===== src/rtl/counter_pkg.sv =====
// Shared helpers for the BCD up/down counter: width math, binary-to-BCD
// conversion for loads and constants, and direction encoding.
package counter_pkg;

  localparam logic DIR_UP   = 1'b1;
  localparam logic DIR_DOWN = 1'b0;

  localparam int BCD_MAX_DIGITS = 16;

  function automatic int clog2(input int v);
    int r;
    r = 0;
    while ((1 << r) < v) r++;
    return r;
  endfunction

  function automatic longint pow10(input int digits);
    longint p;
    p = 1;
    for (int i = 0; i < digits; i++) p = p * 10;
    return p;
  endfunction

  // Double-dabble over a 32-bit value; digits at or above `digits` are forced to 0.
  function automatic logic [4*BCD_MAX_DIGITS-1:0] to_bcd(input logic [31:0] value,
                                                         input int digits);
    logic [4*BCD_MAX_DIGITS-1:0] b;
    b = '0;
    for (int i = 31; i >= 0; i--) begin
      for (int d = 0; d < BCD_MAX_DIGITS; d++)
        if (b[d*4 +: 4] >= 4'd5) b[d*4 +: 4] = b[d*4 +: 4] + 4'd3;
      b = {b[4*BCD_MAX_DIGITS-2:0], value[i]};
    end
    for (int d = 0; d < BCD_MAX_DIGITS; d++)
      if (d >= digits) b[d*4 +: 4] = 4'h0;
    return b;
  endfunction

endpackage


===== src/rtl/bcd_digit.sv =====
// One decimal digit of the counter chain: ripple carry on increment,
// ripple borrow on decrement, parallel load for clear/load/wrap.
module bcd_digit (
  input  logic       clk,
  input  logic       reset,
  input  logic       inc,
  input  logic       dec,
  input  logic       carry_in,
  input  logic       borrow_in,
  input  logic       load,
  input  logic [3:0] load_digit,
  output logic [3:0] digit,
  output logic       carry_out,
  output logic       borrow_out
);

  logic [3:0] digit_q, digit_d;

  always_comb begin
    digit_d = digit_q;
    if (load)
      digit_d = load_digit;
    else if (inc && carry_in)
      digit_d = (digit_q == 4'd9) ? 4'd0 : digit_q + 4'd1;
    else if (dec && borrow_in)
      digit_d = (digit_q == 4'd0) ? 4'd9 : digit_q - 4'd1;
  end

  always_ff @(posedge clk or negedge reset) begin
    if (!reset) digit_q <= 4'd0;
    else        digit_q <= digit_d;
  end

  assign digit      = digit_q;
  assign carry_out  = inc & carry_in  & (digit_q == 4'd9);
  assign borrow_out = dec & borrow_in & (digit_q == 4'd0);

endmodule


===== src/rtl/bcd_updown_counter.sv =====
// Modulo 0..MAX_VALUE up/down counter with a binary register and a BCD digit
// chain kept in lock-step; wraps or saturates at the bounds.
module bcd_updown_counter
  import counter_pkg::*;
#(
  parameter int  DIGITS    = 3,
  parameter int  MAX_VALUE = 999,
  parameter bit  SATURATE  = 1'b0,
  localparam int W         = clog2(MAX_VALUE + 1)
) (
  input  logic                  clk,
  input  logic                  reset,
  input  logic                  en,
  input  logic                  up,
  input  logic                  clr,
  input  logic                  load,
  input  logic [W-1:0]          load_value,
  output logic [W-1:0]          count,
  output logic [4*DIGITS-1:0]   bcd,
  output logic                  at_max,
  output logic                  at_zero,
  output logic                  wrap
);

  if (MAX_VALUE < 1) begin : g_bad_max
    $error("bcd_updown_counter: MAX_VALUE must be >= 1");
  end
  if (pow10(DIGITS) <= longint'(MAX_VALUE)) begin : g_bad_digits
    $error("bcd_updown_counter: DIGITS too small to hold MAX_VALUE");
  end

  localparam logic [W-1:0] MAX_W = W'(MAX_VALUE);
  localparam logic [4*BCD_MAX_DIGITS-1:0] MAX_BCD64 = to_bcd(32'(MAX_VALUE), DIGITS);
  localparam logic [DIGITS-1:0][3:0] MAX_BCD = MAX_BCD64[4*DIGITS-1:0];

  logic [W-1:0]             count_q, count_d;
  logic                     wrap_q, wrap_d;
  logic [DIGITS-1:0][3:0]   bcd_q;

  logic                     bcd_load;
  logic [DIGITS-1:0][3:0]   bcd_load_val;
  logic                     inc, dec;

  logic [W-1:0]                 load_clamped;
  logic [4*BCD_MAX_DIGITS-1:0]  load_bcd64;

  assign at_max  = (count_q == MAX_W);
  assign at_zero = (count_q == '0);

  assign load_clamped = (load_value > MAX_W) ? MAX_W : load_value;
  assign load_bcd64   = to_bcd(32'(load_clamped), DIGITS);

  // Wraps, clears and loads all reach the digits through the parallel load;
  // only single steps ripple through the carry/borrow chain.
  always_comb begin
    count_d      = count_q;
    wrap_d       = 1'b0;
    bcd_load     = 1'b0;
    bcd_load_val = '0;
    inc          = 1'b0;
    dec          = 1'b0;
    if (clr) begin
      count_d  = '0;
      bcd_load = 1'b1;
    end else if (load) begin
      count_d      = load_clamped;
      bcd_load     = 1'b1;
      bcd_load_val = load_bcd64[4*DIGITS-1:0];
    end else if (en) begin
      if (up == DIR_UP) begin
        if (!at_max) begin
          count_d = count_q + 1'b1;
          inc     = 1'b1;
        end else if (!SATURATE) begin
          count_d  = '0;
          wrap_d   = 1'b1;
          bcd_load = 1'b1;
        end
      end else begin
        if (!at_zero) begin
          count_d = count_q - 1'b1;
          dec     = 1'b1;
        end else if (!SATURATE) begin
          count_d      = MAX_W;
          wrap_d       = 1'b1;
          bcd_load     = 1'b1;
          bcd_load_val = MAX_BCD;
        end
      end
    end
  end

  always_ff @(posedge clk or negedge reset) begin
    if (!reset) begin
      count_q <= '0;
      wrap_q  <= 1'b0;
    end else begin
      count_q <= count_d;
      wrap_q  <= wrap_d;
    end
  end

  logic [DIGITS:0] carry, borrow;
  assign carry[0]  = 1'b1;
  assign borrow[0] = 1'b1;

  for (genvar g = 0; g < DIGITS; g++) begin : g_digit
    bcd_digit u_digit (
      .clk        (clk),
      .reset      (reset),
      .inc        (inc),
      .dec        (dec),
      .carry_in   (carry[g]),
      .borrow_in  (borrow[g]),
      .load       (bcd_load),
      .load_digit (bcd_load_val[g]),
      .digit      (bcd_q[g]),
      .carry_out  (carry[g+1]),
      .borrow_out (borrow[g+1])
    );
  end

  assign count = count_q;
  assign bcd   = bcd_q;
  assign wrap  = wrap_q;

`ifndef SYNTHESIS
  logic [4*BCD_MAX_DIGITS-1:0] bcd_chk;
  assign bcd_chk = to_bcd(32'(count_q), DIGITS);

  // Steps never run off the top digit: increments stop below MAX, decrements above 0.
  always @(posedge clk) begin
    if (reset) begin
      assert (bcd_q == bcd_chk[4*DIGITS-1:0])
        else $error("bcd out of step with count");
      assert (!carry[DIGITS] && !borrow[DIGITS])
        else $error("carry/borrow out of top digit");
    end
  end
`endif

endmodule


===== config.mk =====
export PLATFORM = sky130hd
export DESIGN_NAME = bcd_updown_counter
export DESIGN_NICKNAME = d
export VERILOG_FILES = /design/src/rtl/counter_pkg.sv /design/src/rtl/bcd_digit.sv /design/src/rtl/bcd_updown_counter.sv
export SDC_FILE = /design/constraint.sdc
export NUM_CORES = 1
export LEC_CHECK = 0
export CAP_MARGIN = 30
export CORE_ASPECT_RATIO = 1.75
export CORE_MARGIN = 4
export CORE_UTILIZATION = 45
export CTS_CLUSTER_SIZE = 14
export DETAILED_ROUTE_END_ITERATION = 10
export GPL_ROUTABILITY_DRIVEN = 0
export PLACE_DENSITY = 0.78
export REMOVE_ABC_BUFFERS = 1
export SYNTH_ARGS = -nofsm -noshare
export SYNTH_HDL_FRONTEND = slang
export SYNTH_SLANG_ARGS = --single-unit

===== constraint.sdc =====
create_clock -name clk -period 4 [get_ports clk]
set_input_delay 0.6 -clock clk [delete_from_list [all_inputs] [get_ports clk]]
set_output_delay 0.6 -clock clk [all_outputs]
set_load 0.01 [all_outputs]

==> impl_metrics.yaml, run 1 <==
sta:
  setup_ws_ps: -1420
  finalHoldViolCount: 0
  tightest_slew_ps: 639
  rsz0062_at_grt: "true"
  fmax_mhz: 184
  drv_slew: 0
  slew_headroom: 0.570
  layout_min_cycle_time_ps: 5420
  setup_tns_ps: -14580
  whs_ps: 565
  finClkSkew_ps: 5.40
  setup_violations: 11
  min_period_over_period: 1.36
floorplan:
  core.rowCount: 44
  dieHeight_um: 130
  die_w_um: 77.9
  core_area_mm2: 0.00831
  start_util: 0.463
  dieArea_mm2: 0.0102
  ios: 41
yosys:
  yosys.area.top_type: "dfrtp_1"
  synth_seq_cells: 23
  synth_common_cells: "nor2_1 (54), a21oi_1 (47), nand2_1 (42)"
  synth_cells: 544
  synth_top_cell_area_share: 0.149
  synth-edff-count: 0
  synthTopCellsByArea: "dfrtp_1 (15%), a21oi_1 (6.1%), ha_1 (5.5%)"
  synthDistinctLibCells: 81
  ys_async_sr_fraction: 1.00
  yosysSeqAreaShare: 0.149
  yosys_warnings: 0
  syn_area_mm2: 0.00385
  avgSynthCellArea_um2: 7.08
  yosysMostFrequentCell: "nor2_1"
  ys.flop_type: "dfrtp_1"
power:
  total_leakage_power_nw: 2.33
  power.total_mw: 2.34
  powerDensity_mw_per_mm2: 409
  irDropWorstVdd_v: 0.000186
clock_tree:
  htreeDepth: 1
  cts_hold_buf: 0
  clock_sinks: 23
  cts_buffers: 3
  clockBufferDepth: 2
  clkTransAtPathRegs_ps: 60
  cts_tree: "built"
  clockRootBuffer: "clkbuf_16"
  insertion_delay_ps: 270
grt:
  grt_max_degree: 26
  antenna_found_initial: 0
  gr-total-overflow: 0
  grt_pass1_vias: 5055
  grt_use_total: 0.263
  grt_pass1_wl_um: 22400
placed_design:
  dp_hpwl_um: 9600
  placed_cells: 777
  port_buffers: 40
route:
  drt_iter0_markers: 413
  drt_wl_total_um: 14400
  num_vias: 5155
  ant_nets: 0
  drcViolationCount: 0
  drt-vias-per-instance: 6.42
  drt_pre_antenna_iters: 6
  routedWlPerCell_um: 18.0
setup_path:
  max_stage_delay_ps: 420
  crit_fanout: 9
  crit_type: "in2reg"
  cp.arrival_ps: 5570
  endpoint_kind: "flop"
  path_delay_family: "compound AO/OA/AOI/OAI gates"
  required_ps: 4150
  r2r_slack_ps: 410
  slowest_stage: "or3_1"
  critPathLaunchType: "input port"
  crit_buf_inv: 5
final_layout:
  fin_cells: 803
  drive_gt1_frac: 0.344
  nNetsFinal: 722
  antenna_cells: 0
  synthToLayoutAreaGrowth_pct: 48.4
worst_hold_path:
  hp-class: "in2async"
run:
  maxCapViolCount: 0
run_status:
  violations: "negative setup slack"
  status: "finished with violations"
cell type report:
cell class / instances / area, um^2
Multi-Input combinational cell: 459 / 3360
Fill cell: 621 / 2600
Timing Repair Buffer: 177 / 1470
Sequential cell: 23 / 576
Tap cell: 115 / 144
Inverter: 25 / 93.8
Clock buffer: 3 / 75.1
Clock inverter: 1 / 7.51
worst reg2reg max path, cell delays in order (launching register included):
cell and delay (ps):
dfrtp_1 470, inv_1 120, ha_1 210, nor4b_1 380, nand2b_1 140, or3_1 370
or3_1 410, inv_1 140, nor2_1 160, nand4_1 310, o31ai_1 110, a21oi_1 160
buf_4 180, mux2_4 300
power by group:
group,leakage (nW),switching (mW),internal [mW]
clock,0.0371,0.0930,0.136
combinational,2.00,0.838,0.880
sequential,0.300,0.118,0.274
kinds of logic (layout without fill, tap and decap cells):
kind of cell	Yosys count	count (layout)	synth area share
simple gates	210	210	0.285
compound gates	204	204	0.370
buf+inv	62	206	0.0666
flops	23	23	0.149
mux	18	18	0.0516
fa+ha+maj	17	17	0.0552
xor+xnor	10	10	0.0227
cells in the final DEF, fill, tap and decap left out, types with 4 or more instances in the layout:
master           instances
buf_4                  131
nand2b_1                 9
buf_6                    6
o31ai_1                  7
a221oi_1                 4
o22ai_1                  9
a22oi_1                  6
nor4_1                   4
o21a_1                   4
o22ai_2                  5
and2_1                   4
mux2_2                   4
nor3_1                  18
nor2b_1                  4
clkdlybuf4s50_1         36
nor3_2                   5
o21ai_0                 35
a211oi_1                13
nor2_1                  50
xnor2_1                  6
inv_1                   25
or3_1                    7
or2_2                   10
a21oi_1                 44
dfrtp_1                 23
nand3_1                 18
nand2_1                 42
a211oi_2                 6
o211ai_1                 8
a31oi_1                  5
nand4_1                  8
mux2i_1                  8
ha_2                    11
worst paths after layout:
check	startpoint	to	cells past startpoint
max	load_value[9]	g_digit[2].u_digit.digit[2]$_DFFE_PN0P_	27
min	reset	g_digit[2].u_digit.digit[3]$_DFFE_PN0P_	1
max reg2reg	count[0]$_DFFE_PN0P_	g_digit[2].u_digit.digit[2]$_DFFE_PN0P_	13
min reg2reg	g_digit[2].u_digit.digit[3]$_DFFE_PN0P_	g_digit[2].u_digit.digit[3]$_DFFE_PN0P_	2
max in group asynchronous	reset	g_digit[0].u_digit.digit[1]$_DFFE_PN0P_	2
min in group clk	g_digit[2].u_digit.digit[3]$_DFFE_PN0P_	g_digit[2].u_digit.digit[3]$_DFFE_PN0P_	2
per-layer routing:
layer  share of wire  wire, um  vias up  GRT usage
met5               0         0        -          0
met4           0.066       957        0      0.169
met3           0.052       755      101     0.0247
met2            0.54      7870      269      0.517
met1            0.34      4860     2448      0.259
li1                -         -     2337          -
sequential cells by signal, indices dropped and copies added, names as in the netlist:
signal,flops
count,10
wrap,1
g_digit.u_digit.digit,12
timing repair:
action	CTS	global route
pin swaps	36	20
setup buffers	17	5
gates resized for setup	72	19
endpoints found under the setup margin	11	11
endpoints found under the hold margin	0	0
stage by stage:
stage | cell area, um^2 | util | setup slack (ps)
final | 5720 | 0.688 | -1420
after global routing | 5720 | 0.688 | -1670
after CTS | 5590 | 0.672 | -1190
after detailed placement | 5120 | 0.616 | -2360
after global placement | 5100 | 0.614 | -1960
after floorplan | 3690 | - | -2190
Note: power is estimated with default switching activity, not from simulation.
==> run 2: changes to the inputs <==
--- a/config.mk
+++ b/config.mk
@@ -5,14 +5,15 @@
 export SDC_FILE = /design/constraint.sdc
 export NUM_CORES = 1
 export LEC_CHECK = 0
+export ABC_AREA = 1
 export CAP_MARGIN = 30
 export CORE_ASPECT_RATIO = 1.75
 export CORE_MARGIN = 4
-export CORE_UTILIZATION = 45
+export CORE_UTILIZATION = 25
 export CTS_CLUSTER_SIZE = 14
 export DETAILED_ROUTE_END_ITERATION = 10
 export GPL_ROUTABILITY_DRIVEN = 0
-export PLACE_DENSITY = 0.78
+export PLACE_DENSITY = 0.54
 export REMOVE_ABC_BUFFERS = 1
 export SYNTH_ARGS = -nofsm -noshare
 export SYNTH_HDL_FRONTEND = slang
==> run 2 against run 1 <==
  * Combinational power grew 13%
  * Sequential share of layout area grew 1.2 points
  * Flip-flop and latch count is the same
  * Clock skew grew 4.5 ps
  * Setup slack gained 1200 ps
  * Largest cell class unchanged
  * Fmax grew 29%
  * Sequential power shrank 11%
  * Die area grew 47%
  * Critical path type unchanged
  * Wire length shrank 26%
  * Area after synthesis shrank 16%
  * Hold slack gained 51 ps
  * The run still ends with negative setup slack left
==> impl_metrics.yaml, run 2 <==
run_status:
  status: "finished with violations"
  violations: "negative setup slack"
worst_hold_path:
  hp-class: "reg2reg"
grt:
  gr-total-overflow: 0
  antenna_found_initial: 0
  grt_pass1_wl_um: 18100
  grt_use_total: 0.148
  grt_max_degree: 24
  grt_pass1_vias: 4099
sta:
  drv_slew: 0
  setup_ws_ps: -193
  setup_tns_ps: -976
  rsz0062_at_grt: "true"
  fmax_mhz: 238
  min_period_over_period: 1.05
  layout_min_cycle_time_ps: 4190
  tightest_slew_ps: 654
  slew_headroom: 0.564
  finalHoldViolCount: 0
  finClkSkew_ps: 9.87
  setup_violations: 10
route:
  drt_pre_antenna_iters: 4
  drt_iter0_markers: 182
  drt-vias-per-instance: 4.78
  drt_wl_total_um: 10700
  num_vias: 4017
  drcViolationCount: 0
  routedWlPerCell_um: 12.7
  ant_nets: 0
floorplan:
  core_area_mm2: 0.0126
  dieHeight_um: 159
  die_w_um: 94.0
  core.rowCount: 54
  start_util: 0.258
  ios: 41
  dieArea_mm2: 0.0149
final_layout:
  antenna_cells: 0
  final_util: 0.407
  layout_commonest_cell: "nand2_1"
  synthToLayoutAreaGrowth_pct: 58.1
  largest_reg_flops: 12
  layout_common_cells: "nand2_1 (92), buf_4 (91), inv_1 (72)"
  fin_cells: 841
  drive_gt1_frac: 0.348
  fillCellCount: 1325
  nNetsFinal: 707
yosys:
  synth_top_cell_area_share: 0.178
  synth_cells: 540
  synthTopCellsByArea: "dfrtp_1 (18%), nand2_1 (14%), inv_1 (9.7%)"
  yosysSeqAreaShare: 0.178
  syn_area_mm2: 0.00324
  yosysMostFrequentCell: "nand2_1"
  yosys.area.top_type: "dfrtp_1"
  synth_common_cells: "nand2_1 (121), inv_1 (84), nor2_1 (60)"
  yosys_warnings: 0
  ys.flop_type: "dfrtp_1"
  avgSynthCellArea_um2: 6.00
  synth_seq_cells: 23
  synth-edff-count: 0
  ys_async_sr_fraction: 1.00
  synthDistinctLibCells: 37
setup_path:
  max_stage_delay_ps: 250
  crit_fanout: 3
  slowest_stage: "o211ai_1"
  crit_type: "in2reg"
  required_ps: 4190
  endpoint_kind: "flop"
  cp.arrival_ps: 4380
  critPathLaunchType: "input port"
  cp_common_cell: "nand2_2"
power:
  irDropWorstVdd_v: 0.000220
  total_leakage_power_nw: 2.43
  clkPwrFrac: 0.089
  pwr-share-comb: 0.773
  p_int_mw: 1.33
  pwr-share-seq: 0.138
  switching_share: 0.473
  powerDensity_mw_per_mm2: 492
  p_sw_mw: 1.19
clock_tree:
  cts_tree: "built"
  clockBufferDepth: 2
  cts_buffers: 3
  cts_hold_buf: 0
  clock_sinks: 23
  clkTransAtPathRegs_ps: 60
  clockRootBuffer: "clkbuf_16"
  insertion_delay_ps: 260
  htreeDepth: 1
placed_design:
  dp_hpwl_um: 8090
  placed_cells: 803
  port_buffers: 40
run:
  maxCapViolCount: 0
[run 2: kinds of logic after synthesis]
family          after synthesis  share of synthesized area
simple gates                285                      0.410
buf+inv                     100                      0.116
compound gates               99                      0.187
flops                        23                      0.178
fa+ha+maj                    17                     0.0657
xor+xnor                     16                     0.0433
[run 2: metrics by stage]
step,power [mW],worst slack [ps],instance area [um^2],hold WS [ps]
5_1_grt,2.77,-506,5120,657
3_3_place_gp,1.80,-1140,4290,596
3_5_place_dp,1.83,-1250,4290,606
2_1_floorplan,1.29,-576,3210,304
4_1_cts,2.37,-162,4960,620
6_report,2.52,-193,5120,616
[run 2: worst max-delay path, delay by kind of cell]
kind                       cells  cell delay [ps]
and+or+nand+nor               25             1920
buffers and inverters          6              440
adders and majority gates      6              920
AOI/OAI and AO/OA              3              490
[run 2: power by group through the flow]
stage	combinational, mW	sequential (mW)	clock, mW
2_1_floorplan	0.936	0.357	0
3_3_place_gp	1.45	0.349	0
3_5_place_dp	1.48	0.351	0
4_1_cts	1.80	0.346	0.229
5_1_grt	2.18	0.356	0.238
6_report	1.95	0.347	0.225
[run 2: worst paths after layout]
path                                                    startpoint                                      end  slack (ps)  depth (start not counted)
max                                                  load_value[9]  g_digit[1].u_digit.digit[2]$_DFFE_PN0P_        -190                         40
min                        g_digit[1].u_digit.digit[1]$_DFFE_PN0P_  g_digit[1].u_digit.digit[1]$_DFFE_PN0P_         620                          2
max in group asynchronous                                    reset  g_digit[2].u_digit.digit[1]$_DFFE_PN0P_        3040                          2
max reg2reg                                   count[0]$_DFFE_PN0P_  g_digit[2].u_digit.digit[1]$_DFFE_PN0P_         900                         16
min reg2reg                g_digit[1].u_digit.digit[1]$_DFFE_PN0P_  g_digit[1].u_digit.digit[1]$_DFFE_PN0P_         620                          2
min in group asynchronous                                    reset                     count[7]$_DFFE_PN0P_         690                          2
[run 2: timing repair]
action | in CTS | in global routing
cloned | 0 | 0
pin swaps | 57 | 38
gates resized for setup | 110 | 39
setup endpoints to repair | 11 | 11
buffers inserted | 34 | 6
[run 2: final cells by class]
type                       instances  area (um^2)  area share
tap                              168          210      0.0411
timing repair buffer             136         1150       0.224
multi-input combinational        417         2750       0.536
clock buffer                       3         75.1      0.0147
clock inverter                     1         5.00    0.000978
inverter                          93          362      0.0706
sequential                        23          576       0.112
[run 2: layer usage]
layer	global-route usage	wire, um	vias to the layer above
met3	0.00898	324	35
met2	0.298	6100	97
li1	-	-	2032
met4	0.0785	505	0
met1	0.146	3790	1853
met5	0	0	-
==> run 3: changes to the inputs <==
--- a/config.mk
+++ b/config.mk
@@ -13,8 +13,9 @@
 export CTS_CLUSTER_SIZE = 14
 export DETAILED_ROUTE_END_ITERATION = 10
 export GPL_ROUTABILITY_DRIVEN = 0
-export PLACE_DENSITY = 0.54
+export PLACE_DENSITY = 0.56
 export REMOVE_ABC_BUFFERS = 1
+export SLEW_MARGIN = 10
 export SYNTH_ARGS = -nofsm -noshare
 export SYNTH_HDL_FRONTEND = slang
 export SYNTH_SLANG_ARGS = --single-unit
==> constraint.sdc (replaced) <==
create_clock -name clk -period 3.8 [get_ports clk]
set_input_delay 0.57 -clock clk [delete_from_list [all_inputs] [get_ports clk]]
set_output_delay 0.57 -clock clk [all_outputs]
set_load 0.01 [all_outputs]
==> run 3 against run 2 <==
  * The flow still finishes with violations (negative setup slack)
  * Final area increased by 4.7%
  * Utilization is 1.9 points higher
  * First-iteration DRC count decreased by 16%
  * Power rose by 6.7%
  * Hold slack lost 14 ps
  * Critical path depth up 1
  * Wire length increased by 3.8%
  * Via count rose by 0.95%
  * Largest power group unchanged
==> impl_metrics.yaml, run 3 (synthesis results as in run 2) <==
run_status:
  status: "finished with violations"
  violations: "negative setup slack"
floorplan:
  core_area_mm2: 0.0126
  die_w_um: 94.0
  start_util: 0.258
  ios: 41
  dieHeight_um: 159
  core.rowCount: 54
  dieArea_mm2: 0.0149
sta:
  drv_slew: 0
  tightest_slew_ps: 651
  rsz0062_at_grt: "true"
  finalHoldViolCount: 0
  setup_ws_ps: -442
  finClkSkew_ps: 8.81
  whs_ps: 601
  setup_tns_ps: -4350
  min_period_over_period: 1.12
  fmax_mhz: 236
  slew_headroom: 0.566
  layout_min_cycle_time_ps: 4240
  setup_violations: 11
setup_path:
  cp_common_cell: "nand2_2"
  slowest_stage: "ha_4"
  required_ps: 3950
  crit_fanout: 4
  path_delay_family: "simple AND/OR/NAND/NOR gates"
  cp.arrival_ps: 4390
  max_stage_delay_ps: 190
  endpoint_kind: "flop"
  crit_type: "in2reg"
  critPathLaunchType: "input port"
  crit_buf_inv: 13
final_layout:
  largest_reg_flops: 12
  final_area_mm2: 0.00536
  fillCellCount: 1274
  nNetsFinal: 727
  layout_commonest_cell: "buf_4"
  antenna_cells: 0
  drive_gt1_frac: 0.371
  fin_cells: 861
  synthToLayoutAreaGrowth_pct: 65.5
  layout_common_cells: "buf_4 (109), nand2_1 (92), inv_1 (72)"
route:
  num_vias: 4055
  routedWlPerCell_um: 12.9
  drcViolationCount: 0
  drt_wl_total_um: 11100
  drt_pre_antenna_iters: 4
  drt_iter0_markers: 152
  ant_nets: 0
  drt-vias-per-instance: 4.71
power:
  powerDensity_mw_per_mm2: 501
  total_leakage_power_nw: 2.55
  irDropWorstVdd_v: 0.000206
clock_tree:
  cts_buffers: 3
  clockRootBuffer: "clkbuf_16"
  clock_sinks: 23
  cts_hold_buf: 0
  insertion_delay_ps: 270
  htreeDepth: 1
  cts_tree: "built"
  clkTransAtPathRegs_ps: 60
  clockBufferDepth: 2
grt:
  grt_pass1_vias: 4209
  gr-total-overflow: 0
  grt_pass1_wl_um: 17900
  grt_use_total: 0.145
  antenna_found_initial: 0
  grt_max_degree: 24
worst_hold_path:
  hp-class: "reg2reg"
placed_design:
  placed_area_mm2: 0.00432
  port_buffers: 40
  placed_cells: 807
  dp_slack_ps: -1380
  dp_hpwl_um: 8140
run:
  maxCapViolCount: 0
run 3: final timing paths:
path                                                                end  slack (ps)  cells after the start                               startpoint
min in group asynchronous                          count[6]$_DFFE_PN0P_         650                      2                                    reset
max in group asynchronous       g_digit[2].u_digit.digit[1]$_DFFE_PN0P_        2890                      2                                    reset
worst max-delay path            g_digit[1].u_digit.digit[2]$_DFFE_PN0P_        -440                     41                            load_value[8]
worst min-delay path            g_digit[1].u_digit.digit[0]$_DFFE_PN0P_         600                      2  g_digit[1].u_digit.digit[0]$_DFFE_PN0P_
worst min register to register  g_digit[1].u_digit.digit[0]$_DFFE_PN0P_         600                      2  g_digit[1].u_digit.digit[0]$_DFFE_PN0P_
worst max register to register  g_digit[2].u_digit.digit[2]$_DFFE_PN0P_         710                     14                     count[0]$_DFFE_PN0P_
run 3: power by group:
| part | internal [mW] | total, mW | switching (mW) |
|---|---|---|---|
| Sequential | 0.292 | 0.365 | 0.0727 |
| Combinational | 0.979 | 2.08 | 1.10 |
| Clock | 0.142 | 0.238 | 0.0962 |
| Total | 1.41 | 2.68 | 1.27 |
run 3: stage by stage:
step | util | power (mW)
after floorplan | - | 1.36
after global placement | 0.344 | 1.89
after detailed placement | 0.344 | 1.92
after CTS | 0.397 | 2.42
after global routing | 0.426 | 2.93
final | 0.426 | 2.68
run 3: layout make-up:
cell class	count	area, um^2	area share
sequential	23	576	0.107
multi-input combinational	417	2820	0.527
tap	168	210	0.0392
timing repair buffer	156	1310	0.244
clock buffer	3	75.1	0.0140
clock inverter	1	5.00	0.000934
inverter	93	364	0.0679
run 3: layer usage:
layer	share of wire	wire length, um	vias up	GRT usage
met1	0.36	4030	1874	0.144
met2	0.58	6410	80	0.292
li1	-	-	2070	-
met4	0.038	421	0	0.0813
met5	0	0	-	0
met3	0.024	264	31	0.00662
run 3: repair_timing:
action | in CTS | in global routing
endpoints found under the setup margin | 11 | 11
buffers inserted | 44 | 8
pin swaps | 40 | 58
hold endpoints to repair | 0 | 0
resized for setup | 90 | 72
run 3: tightest hold or removal path, stage by stage (launching register included):
cell     delay (ps)
dfrtp_1         400
nor2_1           70
a21oi_2          90
